<file path="src/rtl/counter_pkg.sv">
// counter_pkg: shared mode encodings and one-shot FSM state type
`timescale 1ns/1ps
package counter_pkg;
  localparam logic [1:0] MODE_WRAP    = 2'b00;
  localparam logic [1:0] MODE_SAT     = 2'b01;
  localparam logic [1:0] MODE_ONESHOT = 2'b10;
  localparam logic [1:0] MODE_RSVD    = 2'b11;
  typedef enum logic {ST_RUN, ST_DONE} state_t;
endpackage

</file>
<file path="src/rtl/counter_next.sv">
// counter_next: next-count arithmetic with terminal and wrap detection
//   i_count/i_up/i_mode -> o_next (value after a count step), o_tc (at terminal), o_wrap (step wraps)
`timescale 1ns/1ps
module counter_next
  import counter_pkg::*;
#(
  parameter int               WIDTH   = 8,
  parameter logic [WIDTH-1:0] MOD_MAX = '1
) (
  input  logic [WIDTH-1:0] i_count,
  input  logic             i_up,
  input  logic [1:0]       i_mode,
  output logic [WIDTH-1:0] o_next,
  output logic             o_tc,
  output logic             o_wrap
);
  logic w_wrap_mode;
  assign w_wrap_mode = (i_mode == MODE_WRAP) || (i_mode == MODE_RSVD);
  // Terminal check gates the +1/-1 so MOD_MAX+1 and 0-1 are never selected
  always_comb begin
    o_tc   = i_up ? (i_count == MOD_MAX) : (i_count == {WIDTH{1'b0}});
    o_wrap = o_tc && w_wrap_mode;
    o_next = !o_tc ? (i_up ? i_count + 1'b1 : i_count - 1'b1)
           : w_wrap_mode ? (i_up ? {WIDTH{1'b0}} : MOD_MAX)
           : i_count;
  end
endmodule

</file>
<file path="src/rtl/multimode_counter.sv">
// multimode_counter: modulo up/down counter with clamped load and wrap/saturate/one-shot modes
//   i_clk, i_reset_n (async, active-low), i_clear (sync), i_ld_enable_n + i_load (clamped load),
//   i_cnt_enable_n, i_up, i_mode -> o_count, o_tc (comb terminal), o_wrap (1-cycle pulse), o_done
`timescale 1ns/1ps
module multimode_counter
  import counter_pkg::*;
#(
  parameter int               WIDTH   = 8,
  parameter logic [WIDTH-1:0] MOD_MAX = '1
) (
  input  logic             i_clk,
  input  logic             i_reset_n,
  input  logic             i_cnt_enable_n,
  input  logic             i_ld_enable_n,
  input  logic [WIDTH-1:0] i_load,
  input  logic             i_clear,
  input  logic             i_up,
  input  logic [1:0]       i_mode,
  output logic [WIDTH-1:0] o_count,
  output logic             o_tc,
  output logic             o_wrap,
  output logic             o_done
);
  logic [WIDTH-1:0] r_count;
  logic             r_wrap;
  logic             r_done;
  state_t           r_state;
  logic [WIDTH-1:0] w_next;
  logic [WIDTH-1:0] w_load;
  logic             w_tc;
  logic             w_wrap;

  counter_next #(.WIDTH(WIDTH), .MOD_MAX(MOD_MAX)) u_next (
    .i_count (r_count),
    .i_up    (i_up),
    .i_mode  (i_mode),
    .o_next  (w_next),
    .o_tc    (w_tc),
    .o_wrap  (w_wrap)
  );

  assign w_load  = (i_load > MOD_MAX) ? MOD_MAX : i_load;
  assign o_count = r_count;
  assign o_tc    = w_tc;
  assign o_wrap  = r_wrap;
  assign o_done  = r_done;

  // Leaving ST_DONE on a mode change only rearms the FSM; the count step waits for the next edge
  always_ff @(posedge i_clk or negedge i_reset_n) begin
    if (!i_reset_n) begin
      r_count <= '0;
      r_wrap  <= 1'b0;
      r_done  <= 1'b0;
      r_state <= ST_RUN;
    end else if (i_clear) begin
      r_count <= '0;
      r_wrap  <= 1'b0;
      r_done  <= 1'b0;
      r_state <= ST_RUN;
    end else if (!i_ld_enable_n) begin
      r_count <= w_load;
      r_wrap  <= 1'b0;
      r_done  <= 1'b0;
      r_state <= ST_RUN;
    end else begin
      r_wrap <= 1'b0;
      case (r_state)
        ST_DONE: begin
          if (i_mode != MODE_ONESHOT) begin
            r_state <= ST_RUN;
            r_done  <= 1'b0;
          end
        end
        default: begin
          if (!i_cnt_enable_n) begin
            r_count <= w_next;
            r_wrap  <= w_wrap;
            if (w_tc && i_mode == MODE_ONESHOT) begin
              r_state <= ST_DONE;
              r_done  <= 1'b1;
            end
          end
        end
      endcase
    end
  end
endmodule

</file>
<file path="config.mk">
export PLATFORM = sky130hd
export DESIGN_NAME = multimode_counter
export DESIGN_NICKNAME = d
export VERILOG_FILES = /design/src/rtl/counter_pkg.sv /design/src/rtl/counter_next.sv /design/src/rtl/multimode_counter.sv
export SDC_FILE = /design/constraint.sdc
export NUM_CORES = 1
export LEC_CHECK = 0
export BUFFER_PORTS_ARGS = -buffer_cell sky130_fd_sc_hd__buf_2
export CELL_PAD_IN_SITES_DETAIL_PLACEMENT = 1
export CELL_PAD_IN_SITES_GLOBAL_PLACEMENT = 1
export CORE_MARGIN = 5
export CORE_UTILIZATION = 39
export CTS_CLUSTER_SIZE = 25
export DETAILED_ROUTE_END_ITERATION = 8
export PLACE_DENSITY = 0.75
export SYNTH_ARGS = -nofsm -noshare
export SYNTH_HDL_FRONTEND = slang
export SYNTH_HIERARCHICAL = 1
export SYNTH_SLANG_ARGS = --single-unit
</file>
<file path="constraint.sdc">
create_clock -name i_clk -period 2.7 [get_ports i_clk]
set_clock_uncertainty 0.15 [all_clocks]
set_input_delay 0.405 -clock i_clk [delete_from_list [all_inputs] [get_ports i_clk]]
set_output_delay 0.405 -clock i_clk [all_outputs]
set_load 0.005 [all_outputs]
</file>
## Word-level counts from Yosys, hierarchy flattened

Cells that the tools add are included.

| operators by class | value |
|---|---|
| reductions and logical operators | 7 |
| mux-type cells | 26 |
| equal/unequal tests | 10 |
| $lt $le $gt $ge | 1 |
| add/subtract/negate cells | 2 |

Operators with widths:

| kind | count |
|---|---|
| 8-bit two-way mux | 9 |
| 1-bit two-way mux | 17 |
| 8-bit by 1-bit adder with 8-bit output (second input constant) | 1 |
| 8-bit == test (second input constant) | 1 |
| 8-bit greater-than comparator (second input constant) | 1 |
| 8-bit logical NOT | 1 |
| 4-bit by 3-bit inequality test with 1-bit output (second input constant) | 2 |
| 8-bit by 1-bit subtractor with 8-bit output (second input constant) | 1 |
| 3-bit AND reduction | 2 |
| 2-bit == test (second input constant) | 2 |
| 4-bit by 1-bit inequality test with 1-bit output (second input constant) | 1 |
| 4-bit by 2-bit inequality test with 1-bit output (second input constant) | 1 |
| 3-bit by 2-bit inequality test with 1-bit output (second input constant) | 1 |
| 3-bit inequality test (second input constant) | 1 |
| 1-bit logical AND | 2 |
| 2-bit logical NOT | 1 |
| 2-bit inequality test (second input constant) | 1 |
| 1-bit logical OR | 1 |

| storage, ports and cells | value |
|---|---|
| output and inout bits | 11 |
| logic and storage cells | 50 |
| register bits after elaboration | 11 |
| input port bits | 16 |

## Longest topological paths before layout

| depth | value |
|---|---|
| depth in word-level cells | 8 |
| depth in mapped cells | 10 |

## Hierarchy

The synthesis kept the hierarchy.

By module, submodules not included:

| module | area an instance (um^2) | seq. area each (um^2) | times used | cells each |
|---|---|---|---|---|
| multimode_counter | 593.1 | 275.3 | 1 | 49 |
| counter_next | 481.7 | 0.0 | 1 | 67 |

## Worst setup path after synthesis

OpenSTA, ideal clock, no wires.

| path | value |
|---|---|
| path kind | input-to-reg |
| start | in i_up |
| end | reg r_count[7] (netlist: o_count[7]) |
| stages | 10 |
| setup time | 0.065 ns |
| path buffers | 0 |
| slack | 0.080 ns |
| arrival | 2.405 ns |
| required time | 2.485 ns |
| cell sequence | inv_1 -> ha_1 -> inv_1 -> nor4_1 -> mux2_2 -> or4_1 -> nand3_1 -> mux2i_1 -> nor2_1 -> mux2_2 |

| between the ends | value |
|---|---|
| word-level cells in the longest chain between the ends | 7 |
| elaborated cells between the ends (all ways) | 11 |
| classes of those cells | 1 x eq/ne; 9 x mux; 1 x reduce/logical |

RTL lines:

| element | RTL line | source |
|---|---|---|
| from (decl) | multimode_counter.sv:17 | `input logic i_up,` |
| 8-bit two-way mux (2 in series) | counter_next.sv:24 | `: w_wrap_mode ? (i_up ? {WIDTH{1'b0}} : MOD_MAX)` |
| 8-bit two-way mux (*) | counter_next.sv:23 | `o_next = !o_tc ? (i_up ? i_count + 1'b1 : i_count - 1'b1)` |
| net w_next[7] | multimode_counter.sv:28 | `logic [WIDTH-1:0] w_next;` |
| 8-bit two-way mux (*) | multimode_counter.sv:75 | `if (!i_cnt_enable_n) begin` |
| 8-bit two-way mux (*) | multimode_counter.sv:67 | `case (r_state)` |
| 8-bit two-way mux (*) | multimode_counter.sv:60 | `end else if (!i_ld_enable_n) begin` |
| 8-bit two-way mux (*) | multimode_counter.sv:55 | `end else if (i_clear) begin` |
| to (signal assigned) | multimode_counter.sv:61 | `r_count <= w_load;` |
| to (signal assigned) | multimode_counter.sv:76 | `r_count <= w_next;` |
| to (decl) | multimode_counter.sv:24 | `logic [WIDTH-1:0] r_count;` |

The timed path passes the listed nets; every way through them passes the cells marked *. The select of a mux whose other input is x is not followed.
A chain may end at the register's enable or synchronous reset.

## Worst setup path in the final report

| path | value |
|---|---|
| start | in i_up |
| end | reg r_count[6] (netlist: o_count[6]) |

Same word-level chain as after synthesis.

==> results.json <==
{
  "outcome": "finished, final reports clean",
  "routabilityCongestion": 0.815,
  "cp_slowest_stage_delay_ns": 0.43,
  "syn_to_final_growth_pct": 35.0,
  "pwr-share-clk_pct": 14.1,
  "slew_headroom_pct": 69.6,
  "drt_wl_total_mm": 3.16,
  "fmax_ghz": 0.377,
  "crit_path_start_kind": "input port",
  "dieArea_mm2": 0.00391,
  "tns_ns": 0,
  "vias": 1047,
  "clk_pin_slew_ns": 0.07,
  "hold_viol_final": 0,
  "crit_chain": "buf_2 > clkinvlp_4 > buf_6 > ha_4 > a21o_1 > a21oi_2 > buf_4 > o211a_1 > nor4_1 > o21ai_0 > mux2i_1 > nor2_1 > mux2_2",
  "start_util_pct": 40.0,
  "worstPathArrival_ns": 2.66,
  "numCtsBuffers": 3,
  "timing.rr.end": "o_count[6]$_DFFE_PN0P_",
  "switching_share_pct": 38.8,
  "yosys_warnings": 6,
  "antenna_found_initial": 0,
  "postPlaceCellArea_mm2": 0.00132,
  "clkLatencyLatePin_ns": 0.26,
  "seqPwrFrac_pct": 28.2,
  "post-route-cell-area_mm2": 0.00145,
  "clock-sinks": 11,
  "hold_slack_ns": 0.207,
  "tightest_slew_ns": 0.451,
  "slew_violations": 0,
  "r2r_cells": 10,
  "layout_commonest_cell": "buf_2",
  "fin_ws_ns": 0.0449,
  "synthCells": 116,
  "path_class": "input port to flip-flop",
  "syn_area_mm2": 0.00107,
  "mostFrequentLayoutCells": "26 x buf_2, 15 x buf_4, 12 x nor2_1, 11 x dfrtp_1, 10 x o21ai_0",
  "synthDistinctLibCells": 37,
  "drv_cap": 0,
  "worst-path-max-fanout": 5,
  "crit_path_end_kind": "flip-flop",
  "grt.total_usage_pct": 16.3,
  "ys_ff_latch": 11,
  "clockBufferDepth": 2,
  "worstSetupStartpoint": "i_up",
  "layout.nets": 185,
  "fin_crit_sh_pct": 98.3,
  "period_minus_slack_ns": 2.66,
  "grt-ovfl-total": 0,
  "grt_pass1_wl_mm": 5.28,
  "cts_tree": "yes",
  "rows": 19,
  "drtIter0Drc": 19,
  "post-dp-hpwl_mm": 2.43,
  "grt_pass1_vias": 1147,
  "timing.reg2reg.setup_slack_ns": 0.12,
  "drt-vias-per-instance": 5.45,
  "ir_drop_mv": 0.312,
  "synth-seq-area-share_pct": 25.6,
  "r2r-start": "o_count[2]$_DFFE_PN0P_",
  "cts-htree-levels": 1,
  "power_per_cell_area_mw_per_mm2": 536,
  "finalSetupViolCount": 0,
  "endpoint": "o_count[6]$_DFFE_PN0P_",
  "cell_internal_pwr_mw": 0.476,
  "cts-root-buf": "clkbuf_4",
  "drive_above_1_share_pct": 45.3,
  "grt_max_degree": 14,
  "antenna_cells": 0,
  "drc_errors": 0,
  "p_leak_nw": 0.729,
  "switchingPower_mw": 0.302,
  "place_ws_ns": -0.158,
  "synthesis.nets": 139,
  "dieHeight_um": 62.5,
  "wl_per_cell_um": 16.5,
  "combPwrFrac_pct": 57.7,
  "cp_data_required_time_ns": 2.70,
  "hold_path.class": "input port to flip-flop",
  "dieWidth_um": 62.5,
  "port_buffers": 26,
  "syn_area_per_cell_um2": 9.27,
  "worst_path_max_delay_cell": "nor4_1",
  "final_antenna_net_count": 0,
  "pin_count": 27,
  "drtPass1Iterations": 2,
  "coreArea_mm2": 0.00269
}
-- flip-flops by register name (all words and copies together), names as in the netlist --
name     cells
o_wrap       1
o_done       1
r_state      1
o_count      8
-- worst max-delay path, delay by kind of cell --
family,cells,cell delay (ns)
buffers and inverters,4,0.55
AOI/OAI and AO/OA,4,0.52
muxes,2,0.41
and+or+nand+nor,2,0.48
adders and majority gates,1,0.27
-- kinds of logic after synthesis --
kind of cell             count (synthesis)  synth area share [%]
buffers and inverters                    9                  5.24
adder cells (fa/ha/maj)                  7                  8.85
AND/OR/NAND/NOR                         41                  24.0
XOR/XNOR                                 5                  4.08
multiplexers                            17                  16.9
AO/OA/AOI/OAI                           26                  15.4
flip-flops                              11                  25.6
-- final cells by class --
cell class | count | area [um^2]
Fill cell | 329 | 1230
Clock buffer | 4 | 26.3
Tap cell | 31 | 38.8
Sequential cell | 11 | 275
Inverter | 6 | 26.3
Multi-Input combinational cell | 96 | 810
Timing Repair Buffer | 44 | 275
-- worst min-delay path by stage --
stage | from | end | cells after the start
after detailed placement | i_reset_n | o_wrap$_DFF_PN0_ | 1
after CTS | i_mode[0] | r_state$_DFF_PN0_ | 2
final | i_mode[0] | r_state$_DFF_PN0_ | 2
after floorplan | i_reset_n | o_count[0]$_DFFE_PN0P_ | 0
after global placement | i_reset_n | o_wrap$_DFF_PN0_ | 1
after global routing | i_mode[0] | r_state$_DFF_PN0_ | 2
-- metal layers --
metal  GRT usage, %  part of all wire, %  up-vias  routed length [um]
met5              0                    0        -                   0
met4           4.77                  1.2        0                  38
met3           2.52                  1.7        4                  55
met2           28.8                   52       13                1640
met1           20.3                   45      517                1430
li1               -                    -      513                   -
-- Yosys cell counts --
| cell type | count | area, um^2 |
|---|---|---|
| nor4_2 | 1 | 12.5 |
| ha_1 | 6 | 75.1 |
| xor2_1 | 2 | 17.5 |
| nor3_1 | 2 | 10.0 |
| a221o_1 | 1 | 10.0 |
| nor4_1 | 3 | 18.8 |
| or4_1 | 2 | 15.0 |
| nor4bb_1 | 1 | 10.0 |
| or2b_1 | 1 | 7.51 |
| xnor2_1 | 3 | 26.3 |
| or3_1 | 1 | 6.26 |
| nor2b_1 | 1 | 6.26 |
| nand2_1 | 5 | 18.8 |
| a211oi_2 | 1 | 12.5 |
| nand2_4 | 1 | 11.3 |
| or2_2 | 1 | 6.26 |
| mux2_2 | 9 | 101 |
| nand3_1 | 2 | 10.0 |
| inv_1 | 6 | 22.5 |
| nand4_1 | 1 | 6.26 |
| a21oi_1 | 5 | 25.0 |
| a211oi_1 | 1 | 7.51 |
| nand3b_1 | 1 | 7.51 |
| o211a_1 | 1 | 10.0 |
| nand2b_4 | 1 | 13.8 |
| buf_6 | 3 | 33.8 |
| nor4b_1 | 1 | 8.76 |
| and2b_2 | 2 | 17.5 |
| o21ai_0 | 11 | 55.1 |
| mux2i_1 | 8 | 80.1 |
| nor2_1 | 12 | 45.0 |
| a21o_1 | 4 | 30.0 |
| nor2_2 | 1 | 6.26 |
| dfrtp_1 | 11 | 275 |
| fa_1 | 1 | 20.0 |
| o21bai_1 | 2 | 15.0 |
| nor2_8 | 1 | 20.0 |
-- per-stage QoR --
step | cells | util, % | power [mW]
final | 192 | 54.0 | 0.777
after global routing | 192 | 54.0 | 0.849
after CTS | 189 | 50.3 | 0.739
after detailed placement | 184 | 49.0 | 0.620
after global placement | 184 | 49.0 | 0.604
after floorplan | 116 | - | 0.462
-- power groups by stage --
stage | registers [mW] | clock network, mW | logic (mW)
floorplan | 0.216 | 0 | 0.246
global placement | 0.214 | 0 | 0.390
detailed placement | 0.216 | 0 | 0.404
CTS | 0.212 | 0.116 | 0.411
global route | 0.223 | 0.128 | 0.498
finish | 0.219 | 0.110 | 0.448
-- repair_timing --
action | in CTS | in global routing
hold buffers | 1 | 0
gates resized for setup | 0 | 12
endpoints found under the setup margin | 0 | 2
buffers inserted | 0 | 3
endpoints found under the hold margin | 11 | 0
Power figures use the tool's default switching activity.
